<file path="src/rtl/nrx_input_cond_if.sv">
`default_nettype none
// ============================================================================
// Module      : nrx_input_cond_if
// Description : Player-input bundle for the New Rally-X input conditioner.
//               It carries the keyboard event word, the two joystick words,
//               the frame reference and cabinet strap into the conditioner,
//               and the two active-low control bytes back to the game core.
// Revision    : 1.0 - initial release
// ============================================================================
interface nrx_input_cond_if;
  logic [10:0] PS2_KEY;
  logic [15:0] JOY1;
  logic [15:0] JOY2;
  logic        VBLK;
  logic        CABINET;
  logic [7:0]  CTR1;
  logic [7:0]  CTR2;

  // Input sources (hps_io, keyboard, video timing) drive the conditioner
  modport master (
    output PS2_KEY, JOY1, JOY2, VBLK, CABINET,
    input  CTR1, CTR2
  );

  // The conditioner itself
  modport slave (
    input  PS2_KEY, JOY1, JOY2, VBLK, CABINET,
    output CTR1, CTR2
  );
endinterface
`default_nettype wire

</file>
<file path="src/rtl/nrx_input_cond.sv">
`default_nettype none
// ============================================================================
// Module      : nrx_input_cond
// Description : Decodes PS/2 key events, merges them with two joystick
//               words and stretches each coin press into a pulse of exactly
//               COIN_FRAMES vertical-blank periods. Outputs are the
//               active-low CTR1/CTR2 bytes of the game core.
// Revision    : 1.0 - initial release
// ============================================================================
module nrx_input_cond #(
  parameter int COIN_FRAMES = 3   // pulse length in VBLK rises, 1..15
) (
  input  wire logic        CLK24M,
  input  wire logic        RESET_N,
  nrx_input_cond_if.slave  bus
);

  // Bit positions inside the keyboard state vector
  localparam int c_key_up1    = 0;
  localparam int c_key_down1  = 1;
  localparam int c_key_left1  = 2;
  localparam int c_key_right1 = 3;
  localparam int c_key_fire1  = 4;
  localparam int c_key_f1     = 5;
  localparam int c_key_f2     = 6;
  localparam int c_key_start1 = 7;
  localparam int c_key_start2 = 8;
  localparam int c_key_coin1  = 9;
  localparam int c_key_coin2  = 10;
  localparam int c_key_up2    = 11;
  localparam int c_key_down2  = 12;
  localparam int c_key_left2  = 13;
  localparam int c_key_right2 = 14;
  localparam int c_key_fire2  = 15;

  localparam logic [4:0] c_coin_frames = 5'(COIN_FRAMES);

  typedef enum logic [1:0] {
    ST_IDLE     = 2'd0,
    ST_PULSE    = 2'd1,
    ST_WAIT_REL = 2'd2
  } coin_state_t;

  logic        r_tog;
  logic        r_primed;
  logic [15:0] r_key;
  logic        r_vblk_d;
  logic [7:0]  r_ctr1;
  logic [7:0]  r_ctr2;

  logic [15:0] w_key_sel;
  logic        w_key_event;
  logic        w_vblk_rise;
  logic [1:0]  w_coin_raw;
  logic [1:0]  w_coin_on;

  logic w_up2, w_down2, w_left2, w_right2, w_fire2;
  logic w_up1, w_down1, w_left1, w_right1, w_fire1;
  logic w_start1, w_start2;
  logic w_share;

  // Upper joystick bits carry nothing this core uses
  logic w_unused_bits;
  assign w_unused_bits = ^{bus.JOY1[15:8], bus.JOY2[15:8]};

  // Toggle differs from the stored copy -> a new key event, once primed
  assign w_key_event = r_primed && (bus.PS2_KEY[10] != r_tog);
  assign w_vblk_rise = bus.VBLK && !r_vblk_d;

  // Scan code to key-state bit; arrows ignore the extended flag
  always_comb begin
    w_key_sel = '0;
    case (bus.PS2_KEY[7:0])
      8'h75:   w_key_sel[c_key_up1]    = 1'b1;
      8'h72:   w_key_sel[c_key_down1]  = 1'b1;
      8'h6B:   w_key_sel[c_key_left1]  = 1'b1;
      8'h74:   w_key_sel[c_key_right1] = 1'b1;
      default: ;
    endcase
    case (bus.PS2_KEY[8:0])
      9'h029, 9'h014: w_key_sel[c_key_fire1]  = 1'b1;
      9'h005:         w_key_sel[c_key_f1]     = 1'b1;
      9'h006:         w_key_sel[c_key_f2]     = 1'b1;
      9'h016:         w_key_sel[c_key_start1] = 1'b1;
      9'h01E:         w_key_sel[c_key_start2] = 1'b1;
      9'h02E:         w_key_sel[c_key_coin1]  = 1'b1;
      9'h036:         w_key_sel[c_key_coin2]  = 1'b1;
      9'h02D:         w_key_sel[c_key_up2]    = 1'b1;
      9'h02B:         w_key_sel[c_key_down2]  = 1'b1;
      9'h023:         w_key_sel[c_key_left2]  = 1'b1;
      9'h034:         w_key_sel[c_key_right2] = 1'b1;
      9'h01C, 9'h01B: w_key_sel[c_key_fire2]  = 1'b1;
      default: ;
    endcase
  end

  // Keyboard event tracking: first cycle after reset only captures the toggle
  always_ff @(posedge CLK24M or negedge RESET_N) begin
    if (!RESET_N) begin
      r_tog    <= 1'b0;
      r_primed <= 1'b0;
      r_key    <= '0;
      r_vblk_d <= 1'b0;
    end else begin
      r_tog    <= bus.PS2_KEY[10];
      r_primed <= 1'b1;
      r_vblk_d <= bus.VBLK;
      if (w_key_event) begin
        r_key <= (r_key & ~w_key_sel) | (w_key_sel & {16{bus.PS2_KEY[9]}});
      end
    end
  end

  // Player merge; in upright cabinets player 2 controls also drive player 1
  always_comb begin
    w_share  = !bus.CABINET;
    w_up2    = r_key[c_key_up2]    | bus.JOY2[3];
    w_down2  = r_key[c_key_down2]  | bus.JOY2[2];
    w_left2  = r_key[c_key_left2]  | bus.JOY2[1];
    w_right2 = r_key[c_key_right2] | bus.JOY2[0];
    w_fire2  = r_key[c_key_fire2]  | bus.JOY2[4];
    w_start1 = r_key[c_key_f1] | r_key[c_key_start1] | bus.JOY1[5] | bus.JOY2[5];
    w_start2 = r_key[c_key_f2] | r_key[c_key_start2] | bus.JOY1[6] | bus.JOY2[6];
    w_up1    = r_key[c_key_up1]    | bus.JOY1[3] | (w_share & w_up2);
    w_down1  = r_key[c_key_down1]  | bus.JOY1[2] | (w_share & w_down2);
    w_left1  = r_key[c_key_left1]  | bus.JOY1[1] | (w_share & w_left2);
    w_right1 = r_key[c_key_right1] | bus.JOY1[0] | (w_share & w_right2);
    w_fire1  = r_key[c_key_fire1]  | bus.JOY1[4] | (w_share & w_fire2);
    w_coin_raw[0] = r_key[c_key_f1] | r_key[c_key_coin1] | bus.JOY1[7];
    w_coin_raw[1] = r_key[c_key_f2] | r_key[c_key_coin2] | bus.JOY2[7];
  end

  for (genvar ch = 0; ch < 2; ch++) begin : g_coin
    coin_state_t r_state;
    logic [3:0]  r_cnt;
    logic        r_raw_d;
    logic        r_on;
    logic        w_rise;
    logic [4:0]  w_cnt_inc;

    // A press counts only once the block is primed, so a coin held
    // through reset release never produces a rise
    assign w_rise    = r_primed && w_coin_raw[ch] && !r_raw_d;
    assign w_cnt_inc = {1'b0, r_cnt} + 5'd1;
    assign w_coin_on[ch] = r_on;

    // Coin stretcher: one fixed-length pulse per press, held presses wait
    always_ff @(posedge CLK24M or negedge RESET_N) begin
      if (!RESET_N) begin
        r_state <= ST_IDLE;
        r_cnt   <= 4'd0;
        r_raw_d <= 1'b0;
        r_on    <= 1'b0;
      end else begin
        r_raw_d <= w_coin_raw[ch];
        case (r_state)
          ST_IDLE: begin
            if (w_rise) begin
              r_state <= ST_PULSE;
              r_cnt   <= 4'd0;
              r_on    <= 1'b1;
            end
          end
          ST_PULSE: begin
            if (w_vblk_rise) begin
              if (r_cnt != 4'hF) begin
                r_cnt <= w_cnt_inc[3:0];
              end
              if (w_cnt_inc >= c_coin_frames) begin
                r_state <= w_coin_raw[ch] ? ST_WAIT_REL : ST_IDLE;
                r_on    <= 1'b0;
              end
            end
          end
          ST_WAIT_REL: begin
            if (!w_coin_raw[ch]) begin
              r_state <= ST_IDLE;
            end
          end
          default: begin
            r_state <= ST_IDLE;
            r_on    <= 1'b0;
          end
        endcase
      end
    end
  end

  // Registered active-low control bytes
  always_ff @(posedge CLK24M or negedge RESET_N) begin
    if (!RESET_N) begin
      r_ctr1 <= 8'hFF;
      r_ctr2 <= 8'hFF;
    end else begin
      r_ctr1 <= ~{w_coin_on[0], w_start1, w_up1, w_down1,
                  w_right1, w_left1, w_fire1, 1'b0};
      r_ctr2 <= ~{w_coin_on[1], w_start2, w_up2, w_down2,
                  w_right2, w_left2, w_fire2, bus.CABINET};
    end
  end

  assign bus.CTR1 = r_ctr1;
  assign bus.CTR2 = r_ctr2;

endmodule
`default_nettype wire

</file>
<file path="src/flat_wrapper.sv">
// flat-port wrapper written by rule: the top's interface ports become plain ports
module nrx_input_cond_flat 
#(
  parameter int COIN_FRAMES = 3                                       
)
  (CLK24M, RESET_N, bus_PS2_KEY, bus_JOY1, bus_JOY2, bus_VBLK, bus_CABINET, bus_CTR1, bus_CTR2);
  nrx_input_cond_if bus_i ();
  input  wire logic CLK24M;
  input  wire logic RESET_N;
  input wire logic [$bits(bus_i.PS2_KEY)-1:0] bus_PS2_KEY;
  input wire logic [$bits(bus_i.JOY1)-1:0] bus_JOY1;
  input wire logic [$bits(bus_i.JOY2)-1:0] bus_JOY2;
  input wire logic [$bits(bus_i.VBLK)-1:0] bus_VBLK;
  input wire logic [$bits(bus_i.CABINET)-1:0] bus_CABINET;
  output wire logic [$bits(bus_i.CTR1)-1:0] bus_CTR1;
  output wire logic [$bits(bus_i.CTR2)-1:0] bus_CTR2;
  assign bus_i.PS2_KEY = bus_PS2_KEY;
  assign bus_i.JOY1 = bus_JOY1;
  assign bus_i.JOY2 = bus_JOY2;
  assign bus_i.VBLK = bus_VBLK;
  assign bus_i.CABINET = bus_CABINET;
  assign bus_CTR1 = bus_i.CTR1;
  assign bus_CTR2 = bus_i.CTR2;
  nrx_input_cond #(.COIN_FRAMES(COIN_FRAMES)) u_core (.CLK24M(CLK24M), .RESET_N(RESET_N), .bus(bus_i));
endmodule
</file>
<file path="config.mk">
export PLATFORM = sky130hd
export DESIGN_NAME = nrx_input_cond_flat
export DESIGN_NICKNAME = d
export VERILOG_FILES = /design/src/rtl/nrx_input_cond_if.sv /design/src/rtl/nrx_input_cond.sv /design/src/flat_wrapper.sv
export SDC_FILE = /design/constraint.sdc
export NUM_CORES = 1
export LEC_CHECK = 0
export BUFFER_PORTS_ARGS = -buffer_cell sky130_fd_sc_hd__buf_2
export CORE_UTILIZATION = 55
export CTS_CLUSTER_DIAMETER = 120
export DETAILED_ROUTE_END_ITERATION = 10
export GPL_TIMING_DRIVEN = 0
export HOLD_SLACK_MARGIN = 0.08
export PLACE_DENSITY = 0.88
export SYNTH_ARGS = -nofsm -noshare
export SYNTH_HDL_FRONTEND = slang
export SYNTH_SLANG_ARGS = --single-unit
</file>
<file path="constraint.sdc">
create_clock -name CLK24M -period 3.5 [get_ports CLK24M]
set_input_delay 0.35 -clock CLK24M [delete_from_list [all_inputs] [get_ports CLK24M]]
set_output_delay 0.35 -clock CLK24M [all_outputs]
set_load 0.01 [all_outputs]
</file>
==> impl_metrics.csv, run 1 <==
group,metric,value,unit
status,status,"complete, no violations",
yosys,synth-edff-count,0,
layout,nFillCells,324,
placement,place.gp.congestion,0.822,
sta,min_period,1930,ps
drt,wl_per_cell,14.3,um
cts,cts_buffers,5,
layout,antenna_cells,0,
sta,setup_ws,1570,ps
grt,grt_pass1_wl,7.72,mm
setup_path,critical_path_arrival,2110,ps
sta,slew_headroom,28.6,%
power_and_ir_drop,p_seq_share,51.9,%
setup_path,cp-start-kind,"register",
yosys,postSynthAreaPerCell,10.9,sq um
yosys,synth_seq_cells,50,
drt,drc_errors,0,
yosys,yosysTopAreaCell,"dfrtp_1",
cts,cts_tree,"done",
sta,max_freq,517,MHz
yosys,yosys-top-cells-area,"dfrtp_1, dfstp_2, mux2_2",
sta,fin_worst_skew,5.73,ps
cts,clkSinkCount,50,
placement,pre_cts_ws,1590,ps
worst_hold_path,holdCritStartpoint,"bus_JOY2[5]",
grt,grt_pass1_vias,1737,
power_and_ir_drop,power,1470,uW
placement,hpwl,3.39,mm
layout,nNetsFinal,317,
drt,dr.pass1.iters,4,
sta,rsz0062_at_grt,"false",
yosys,yosysWarnings,0,
setup_path,r2r-start,"u_core.g_coin[1].r_cnt[0]",
setup_path,cp.required,3680,ps
sta,hold_viol_final,0,
yosys,synth_cells,213,
floorplan,core_area,0.00403,sq mm
yosys,seq_area_frac_synth,54.5,%
power_and_ir_drop,pwr-share-comb,24.9,%
setup_path,crit_type,"reg2reg",
yosys,synth-main-ff-cell,"dfrtp_1",
power_and_ir_drop,power.switching,466,uW
floorplan,ios,63,
power_and_ir_drop,swShare,31.6,%
placement,dp.cells,309,
grt,grt_usage,23.3,%
placement,port_buffers,45,
grt,grt-ovfl-total,0,
sta,fin_tns_setup,0,ps
drt,drtAntennaViolNets,0,
grt,grt_max_degree,51,
yosys,ys_types,46,
worst_hold_path,holdCritPathClass,"in2reg",
setup_path,crit_path_top_delay_cell,"or4b_1",
floorplan,initial_core_util,57.8,%
power_and_ir_drop,p_int,1010,uW
sta,finalSetupViolations,0,
yosys,synth_async_sr_flop_share,100,%
setup_path,path_cells,"ha_1 -> and3_1 -> or4b_1 -> o21ai_0 -> o21ai_0",
drt,via_per_inst,5.60,
flow_run,drv_cap,0,
yosys,syn_area,0.00233,sq mm
layout,final_common_cell,"buf_2",
drt,drtIter0Drc,122,
layout,final_util,67.3,%
sta,worstMarginPinSlew,1070,ps
layout,final_cell_mix,"buf_2, dfrtp_1, nor2_1",
cts,cts_setup_buffers,0,
setup_path,path_delay_family,"simple AND/OR/NAND/NOR gates",
floorplan,die_x,67.1,um
drt,vias,1776,
cts,clk_latency,300,ps
sta,slew_violations,0,
layout,fin_cells,317,
floorplan,die_h,67.1,um
setup_path,cp_slowest_stage_delay,610,ps
cts,clk_path_buf_depth,2,
cts,clk_pin_slew,90,ps
grt,antenna_found_initial,0,
setup_path,crit_path_end_kind,"register",
power_and_ir_drop,power.leakage,0.00129,uW
drt,routed_wl,4.53,mm
power_and_ir_drop,p_per_area,543,mW/mm^2
setup_path,worstPathMaxFanout,6,
floorplan,die_area,0.00450,sq mm
cts,ctsHoldBuffers,0,
yosys,synth_top_cell_area_share,37.6,%
power_and_ir_drop,worst_ir_drop_vdd,0.000391,V
layout,layout.area.seq,0.00127,sq mm
setup_path,cp.buffers_inverters,0,
layout,area_growth,16.4,%
cts,cts_resized,0,
power_and_ir_drop,clock_power_share,23.2,%
setup_path,crit_top_cell,"o21ai_0",
cts,htreeDepth,2,
sta,finalCritPeriodShare,55.3,%
cts,root_buffer,"clkbuf_8",
layout,multi_input_comb_area,995,sq um
layout,drive_above_1_share,33.7,%
setup_path,startpoint,"u_core.g_coin[1].r_cnt[0]",
floorplan,num_rows,23,
## per-layer routing
layer  share of wire [%]  up-vias  GRT usage (%)
met5                   0        -              0
met4                 1.2        0           8.24
met3                 3.9        5           4.79
met2                  51       43           38.5
met1                  44      866           29.7
li1                    -      862              -
## worst paths after layout
check	to	depth (start not counted)	slack, ps
worst max-delay path	u_core.g_coin[1].r_cnt[2]	5	1570
worst min-delay path	u_core.bus.CTR1[6]	2	150
worst max register to register	u_core.g_coin[1].r_cnt[2]	5	1570
worst min register to register	u_core.bus.CTR1[6]	1	390
max in group asynchronous	async pin	1	2600
min in group asynchronous	u_core.g_coin[1].r_state[1]	1	240
## Yosys cell counts, drive strengths merged (3+ instances only)
cell type and count:
nand2 9, ha 4, inv 11, o2111ai 3, and3 4, a21boi 3, dfstp 15, nor2 20
nand2b 6, nor4b 4, a21oi 8, mux2i 3, nor3b 4, mux2 16, nand3 15, dfrtp 35
nor2b 3, buf 3, o21ai 9, nor3 9
## layout make-up
class	instances	area share, %
plain buffers	5	1.01
clock buffers	7	3.18
repair buffers	45	8.30
flip-flops and latches	50	46.8
clock inverters	1	0.185
inverters	11	1.52
multi-input cells	148	36.7
well taps	50	2.31
## per-stage QoR
step | instance area [sq um] | hold slack [ps]
floorplan | 2330 | 54.4
global placement | 2620 | 379
detailed placement | 2620 | 386
CTS | 2710 | 141
global route | 2710 | 137
finish | 2710 | 146
## logic make-up after synthesis
family	after synthesis	synth area share, %
adder cells (fa/ha/maj)	4	2.15
flip-flops	50	54.5
buffers and inverters	16	2.95
other	1	0.161
AO/OA/AOI/OAI	31	8.81
AND/OR/NAND/NOR	91	21.9
XOR/XNOR	1	0.376
multiplexers	19	9.18
## power groups by stage
stage          clock network [uW]  registers (uW)  logic, uW
2_1_floorplan                   0             761        257
3_3_place_gp                    0             769        349
3_5_place_dp                    0             772        368
4_1_cts                       351             763        368
5_1_grt                       373             779        430
6_report                      342             764        368
Power figures use the tool's default switching activity.
==> run 2, diff against run 1 <==
--- a/config.mk
+++ b/config.mk
@@ -5,13 +5,14 @@
 export SDC_FILE = /design/constraint.sdc
 export NUM_CORES = 1
 export LEC_CHECK = 0
+export ABC_AREA = 1
 export BUFFER_PORTS_ARGS = -buffer_cell sky130_fd_sc_hd__buf_2
-export CORE_UTILIZATION = 55
+export CORE_UTILIZATION = 53
 export CTS_CLUSTER_DIAMETER = 120
 export DETAILED_ROUTE_END_ITERATION = 10
 export GPL_TIMING_DRIVEN = 0
 export HOLD_SLACK_MARGIN = 0.08
-export PLACE_DENSITY = 0.88
+export PLACE_DENSITY = 0.85
 export SYNTH_ARGS = -nofsm -noshare
 export SYNTH_HDL_FRONTEND = slang
 export SYNTH_SLANG_ARGS = --single-unit
==> constraint.sdc (replaced) <==
create_clock -name CLK24M -period 2 [get_ports CLK24M]
set_input_delay 0.2 -clock CLK24M [delete_from_list [all_inputs] [get_ports CLK24M]]
set_output_delay 0.2 -clock CLK24M [all_outputs]
set_load 0.01 [all_outputs]
==> impl_metrics.csv, run 2 <==
group,metric,value,unit
status,status,"complete, no violations",
drt,drtAntennaViolNets,0,
setup_path,crit_path_top_delay_cell,"dlygate4sd3_1",
cts,cts_tree,"done",
sta,max_freq,665,MHz
yosys,synth-adder-area-share,2.03,%
floorplan,core_area,0.00441,sq mm
setup_path,critical_path_arrival,1680,ps
grt,grt-ovfl-total,0,
layout,multi_input_comb_area,0.00101,sq mm
layout,final_cell_mix,"nand2_1, buf_2, inv_1",
floorplan,die_x,70.2,um
sta,hold_viol_final,0,
yosys,synth_commonest_cells,"nand2_1, inv_1, nor2_1, dfrtp_1, nand3_1",
sta,min_period,1500,ps
cts,clkSinkCount,50,
grt,grt_max_degree,51,
yosys,ys_types,29,
setup_path,cp-start-kind,"primary input",
setup_path,r2r_slack,500,ps
drt,drtIter0Drc,104,
floorplan,num_rows,24,
sta,fin_worst_skew,12.5,ps
setup_path,cp.required,2180,ps
yosys,yosysMostFrequentCell,"nand2_1",
drt,vias,2228,
yosys,yosysTopAreaCell,"dfrtp_1",
sta,finalCritPeriodShare,75.2,%
drt,drc_errors,0,
setup_path,crit_type,"in2reg",
setup_path,crit_top_cell,"nand2_1",
sta,rsz0062_at_grt,"false",
yosys,synth-compound-area-share,6.14,%
layout,antenna_cells,0,
cts,cts_buffers,5,
layout,layout.area.seq,0.00127,sq mm
layout,area_growth,22.1,%
flow_run,drv_cap,0,
setup_path,cp_slowest_stage_delay,530,ps
floorplan,ios,63,
grt,grt_pass1_wl,9.06,mm
yosys,yosys-mux-area-fraction,0,%
yosys,synth-xor-area-share,0.355,%
cts,clk_latency,310,ps
floorplan,die_h,70.2,um
cts,cts_setup_buffers,0,
setup_path,startpoint,"bus_PS2_KEY[10]",
cts,clk_path_buf_depth,2,
worst_hold_path,holdCritPathClass,"in2async",
layout,final_common_cell,"nand2_1",
yosys,synth_seq_cells,50,
grt,grtUsageMet2,39.9,%
drt,dr.pass1.iters,4,
sta,worstMarginPinSlew,1080,ps
grt,grt_pass1_vias,2117,
yosys,syn_area,0.00247,sq mm
yosys,yosysWarnings,0,
setup_path,path_delay_family,"buffers and inverters",
cts,clk_pin_slew,90,ps
yosys,synth_async_sr_flop_share,100,%
layout,nFillCells,355,
yosys,synth_cells,307,
layout,drive_above_1_share,23.9,%
cts,root_buffer,"clkbuf_8",
floorplan,die_area,0.00493,sq mm
yosys,synth_top_family_by_area,"simple AND/OR/NAND/NOR gates",
floorplan,initial_core_util,55.9,%
power_and_ir_drop,p_per_area,954,mW/mm^2
placement,port_buffers,45,
setup_path,r2r-start,"u_core.g_coin[1].r_cnt[0]",
yosys,seq_area_frac_synth,51.5,%
yosys,synth-edff-count,0,
grt,grtUsageMet3,5.92,%
setup_path,path_cells,"dlygate4sd3_1 -> buf_2 -> nand2_1 -> inv_1 -> nor2_2 -> nand2_2 -> inv_2 -> buf_6 -> nand3_1 -> nand2_1 -> o21ai_1",
yosys,yosys.area_share.simple,32.2,%
placement,hpwl,3.54,mm
yosys,yosys-top-cells-area,"dfrtp_1, dfstp_2, nand2_1",
sta,holdWs,82.9,ps
grt,antenna_found_initial,0,
grt,busiest_layer,"met2",
sta,slew_violations,0,
setup_path,worstPathMaxFanout,10,
setup_path,reg2regPathDepth,8,
setup_path,regToRegEndpoint,"u_core.g_coin[1].r_on",
yosys,postSynthAreaPerCell,8.03,sq um
sta,fin_tns_setup,0,ps
sta,slew_headroom,28.0,%
layout,nNetsFinal,427,
power_and_ir_drop,worst_ir_drop_vdd,0.000748,V
yosys,synth-main-ff-cell,"dfrtp_1",
cts,cts_resized,0,
setup_path,crit_path_end_kind,"register",
setup_path,cp.buffers_inverters,5,
drt,via_per_inst,5.19,
placement,place.gp.congestion,0.833,
grt,grt_usage,23.4,%
cts,htreeDepth,2,
power_and_ir_drop,power.leakage,0.00154,uW
yosys,synth_top_cell_area_share,35.5,%
sta,finalSetupViolations,0,
drt,wl_per_cell,12.1,um
grt,use_met1,28.7,%
drt,routed_wl,5.18,mm
==> run 2: cell count changes after synthesis, sizes merged, moves of 11 or more <==
cell | before | now
nor2 | 20 | 42
inv | 11 | 43
o21ai | 9 | 24
nand4 | 2 | 13
nand2 | 9 | 80
mux2 | 16 | 0
==> run 2: power by group <==
group          internal (uW)  switching, uW
Sequential              1180            145
Clock                    246            344
Combinational            355            604
==> run 2: cells by family after synthesis <==
logic type,Yosys count
xor+xnor,1
simple gates,175
flops,50
fa+ha+maj,4
other cells,1
compound gates,29
buf+inv,47
==> run 2: final cells by class <==
class	instances	share of cell area (%)
Sequential cell	50	42.2
Multi-Input combinational cell	211	33.6
Timing Repair Buffer	61	12.8
Inverter	43	5.36
Clock buffer	5	2.29
Tap cell	52	2.16
Buffer	4	0.914
Clock inverter	3	0.707
==> run 2: timing repair <==
item	CTS	global route
setup endpoints to repair	0	0
endpoints found under the hold margin	14	0
hold buffers	16	0
==> run 2: worst max path at each step <==
stage,end,slack (ps),cells after the start
after detailed placement,u_core.g_coin[1].r_on,510,8
after global routing,u_core.g_coin[1].r_on,290,8
after global placement,u_core.g_coin[1].r_on,530,8
after CTS,u_core.g_coin[1].r_on,490,8
after floorplan,u_core.g_coin[1].r_state[0],630,8
final,register,500,11
==> run 2: routing by layer <==
metal,wire length [um],vias to the layer above
li1,-,1121
met2,2610,70
met1,2290,1028
met5,0,-
met3,208,9
met4,76,0
==> run 2: metrics by stage <==
stage	std cells	utilization, %	area [sq um]	setup WS (ps)	power, uW
6_report	429	68.2	3010	496	2870
5_1_grt	429	68.2	3010	294	3100
2_1_floorplan	308	-	2470	629	2020
4_1_cts	429	68.2	3010	494	2880
3_3_place_gp	405	62.5	2760	533	2220
3_5_place_dp	405	62.5	2760	509	2260
==> run 3, diff against run 2 <==
--- a/config.mk
+++ b/config.mk
@@ -5,14 +5,14 @@
 export SDC_FILE = /design/constraint.sdc
 export NUM_CORES = 1
 export LEC_CHECK = 0
-export ABC_AREA = 1
+export ABC_AREA = 0
 export BUFFER_PORTS_ARGS = -buffer_cell sky130_fd_sc_hd__buf_2
-export CORE_UTILIZATION = 53
+export CORE_UTILIZATION = 47
 export CTS_CLUSTER_DIAMETER = 120
 export DETAILED_ROUTE_END_ITERATION = 10
 export GPL_TIMING_DRIVEN = 0
 export HOLD_SLACK_MARGIN = 0.08
-export PLACE_DENSITY = 0.85
+export PLACE_DENSITY = 0.81
 export SYNTH_ARGS = -nofsm -noshare
 export SYNTH_HDL_FRONTEND = slang
 export SYNTH_SLANG_ARGS = --single-unit
==> constraint.sdc (replaced) <==
create_clock -name CLK24M -period 1.3 [get_ports CLK24M]
set_input_delay 0.13 -clock CLK24M [delete_from_list [all_inputs] [get_ports CLK24M]]
set_output_delay 0.13 -clock CLK24M [all_outputs]
set_load 0.01 [all_outputs]
==> impl_metrics.csv, run 3 (same netlist as run 1, synthesis figures left out) <==
group,metric,value,unit
status,violations,"negative setup slack",
setup_path,crit_type,"reg2reg",
setup_path,worstPathMaxFanout,3,
drt,drtAntennaViolNets,0,
sta,hold_viol_final,0,
grt,grt_max_degree,51,
sta,setup_ws,-348,ps
floorplan,die_h,72.4,um
setup_path,cp.required,1510,ps
setup_path,crit_path_end_kind,"register",
power_and_ir_drop,power,4670,uW
cts,clkSinkCount,50,
layout,multi_input_comb_area,0.00123,sq mm
drt,drtIter0Drc,127,
sta,fin_worst_skew,6.72,ps
layout,nNetsFinal,346,
cts,clk_pin_slew,110,ps
cts,root_buffer,"clkbuf_8",
setup_path,path_cells,"nor4b_4 -> nand3_2 -> or3b_1 -> mux2_4",
layout,drive_above_1_share,46.6,%
cts,cts_buffers,5,
cts,htreeDepth,2,
sta,min_period,1650,ps
cts,clk_path_buf_depth,2,
drt,dr.pass1.iters,4,
layout,antenna_cells,0,
worst_hold_path,holdCritPathClass,"in2async",
floorplan,ios,63,
sta,worstMarginPinSlew,1080,ps
setup_path,crit_path_top_delay_cell,"dfrtp_1",
setup_path,path_delay_family,"simple AND/OR/NAND/NOR gates",
layout,final_cell_mix,"buf_2, dfrtp_1, nor2_1",
drt,routed_wl,5.83,mm
grt,grt-ovfl-total,0,
layout,final_common_cell,"buf_2",
placement,port_buffers,45,
grt,grt_pass1_wl,8.96,mm
floorplan,die_x,72.4,um
sta,finalSetupViolations,30,
drt,vias,1995,
floorplan,core_area,0.00475,sq mm
flow_run,drv_cap,0,
cts,cts_tree,"done",
floorplan,initial_core_util,49.0,%
drt,drc_errors,0,
placement,dp.cells,326,
sta,holdWs,8.31,ps
power_and_ir_drop,p_per_area,1430,mW/mm^2
layout,area_growth,40.0,%
floorplan,num_rows,25,
status,status,"complete, but fails checks",
power_and_ir_drop,power.leakage,0.00147,uW
floorplan,die_area,0.00524,sq mm
grt,grt_usage,22.4,%
sta,rsz0062_at_grt,"true",
grt,grt_pass1_vias,1903,
setup_path,cp-start-kind,"register",
sta,slew_violations,0,
layout,nFillCells,345,
sta,max_freq,607,MHz
layout,fin_cells,363,
drt,wl_per_cell,16.1,um
layout,layout.area.seq,0.00127,sq mm
placement,place.gp.congestion,0.914,
setup_path,cp.buffers_inverters,0,
power_and_ir_drop,worst_ir_drop_vdd,0.000733,V
sta,finalCritPeriodShare,127,%
sta,slew_headroom,27.8,%
setup_path,critical_path_arrival,1850,ps
layout,final_util,68.6,%
grt,antenna_found_initial,0,
drt,via_per_inst,5.50,
setup_path,cp_slowest_stage_delay,440,ps
cts,clk_latency,310,ps
placement,hpwl,3.36,mm
-- run 3: cell types whose count changed in the layout (fill, tap and decap cells not counted), sizes merged, moves of 6 or more --
cell    before  now
mux2         0   16
nand3       25   15
o21ai       24    9
nand2b       0    6
nand4       13    2
nand2       80    9
inv         43   13
buf         48   61
nor2        42   20
-- run 3: power by group --
part           internal [uW]  switching, uW
registers               1820            265
logic                    809            780
clock network            404            590
-- run 3: layout make-up --
| class | count | share of cell area [%] |
|---|---|---|
| Sequential cell | 50 | 39.0 |
| Multi-Input combinational cell | 148 | 37.8 |
| Timing Repair Buffer | 75 | 15.5 |
| Tap cell | 67 | 2.57 |
| Clock buffer | 5 | 2.11 |
| Inverter | 11 | 1.27 |
| Buffer | 4 | 0.921 |
| Clock inverter | 3 | 0.883 |
-- run 3: layer usage --
| metal | track usage (%) | up-vias | wire [um] |
|---|---|---|---|
| met5 | 0 | - | 0 |
| met4 | 8.06 | 0 | 124 |
| met3 | 4.03 | 16 | 258 |
| met2 | 38.6 | 69 | 3020 |
| met1 | 28.3 | 985 | 2430 |
| li1 | - | 925 | - |
-- run 3: repair_timing --
action,4_1_cts,5_1_grt
hold buffers,17,0
setup endpoints to repair,30,31
pin swaps,8,3
resized for setup,29,14
hold endpoints to repair,51,0
buffers inserted,9,4
-- run 3: worst paths after layout --
path / from / to / slack (ps) / cells past startpoint
setup / recovery: u_core.r_primed / register / -350 / 4
max in group asynchronous: RESET_N / u_core.g_coin[0].r_cnt[0] / 550 / 1
hold reg to reg: register / u_core.bus.CTR1[6] / 400 / 1
hold / removal: RESET_N / async pin / 8 / 1
setup reg to reg: u_core.r_primed / register / -350 / 4
min in group CLK24M: bus_JOY2[7] / u_core.g_coin[1].r_raw_d / 70 / 2
-- run 3: through the flow --
step | TNS, ps | setup WS, ps | area (sq um)
after floorplan | -2200 | -246 | 2400
final | -6910 | -348 | 3260
after CTS | -5200 | -293 | 3180
after global routing | -8050 | -369 | 3260
after global placement | -5220 | -334 | 2710
after detailed placement | -5950 | -356 | 2710
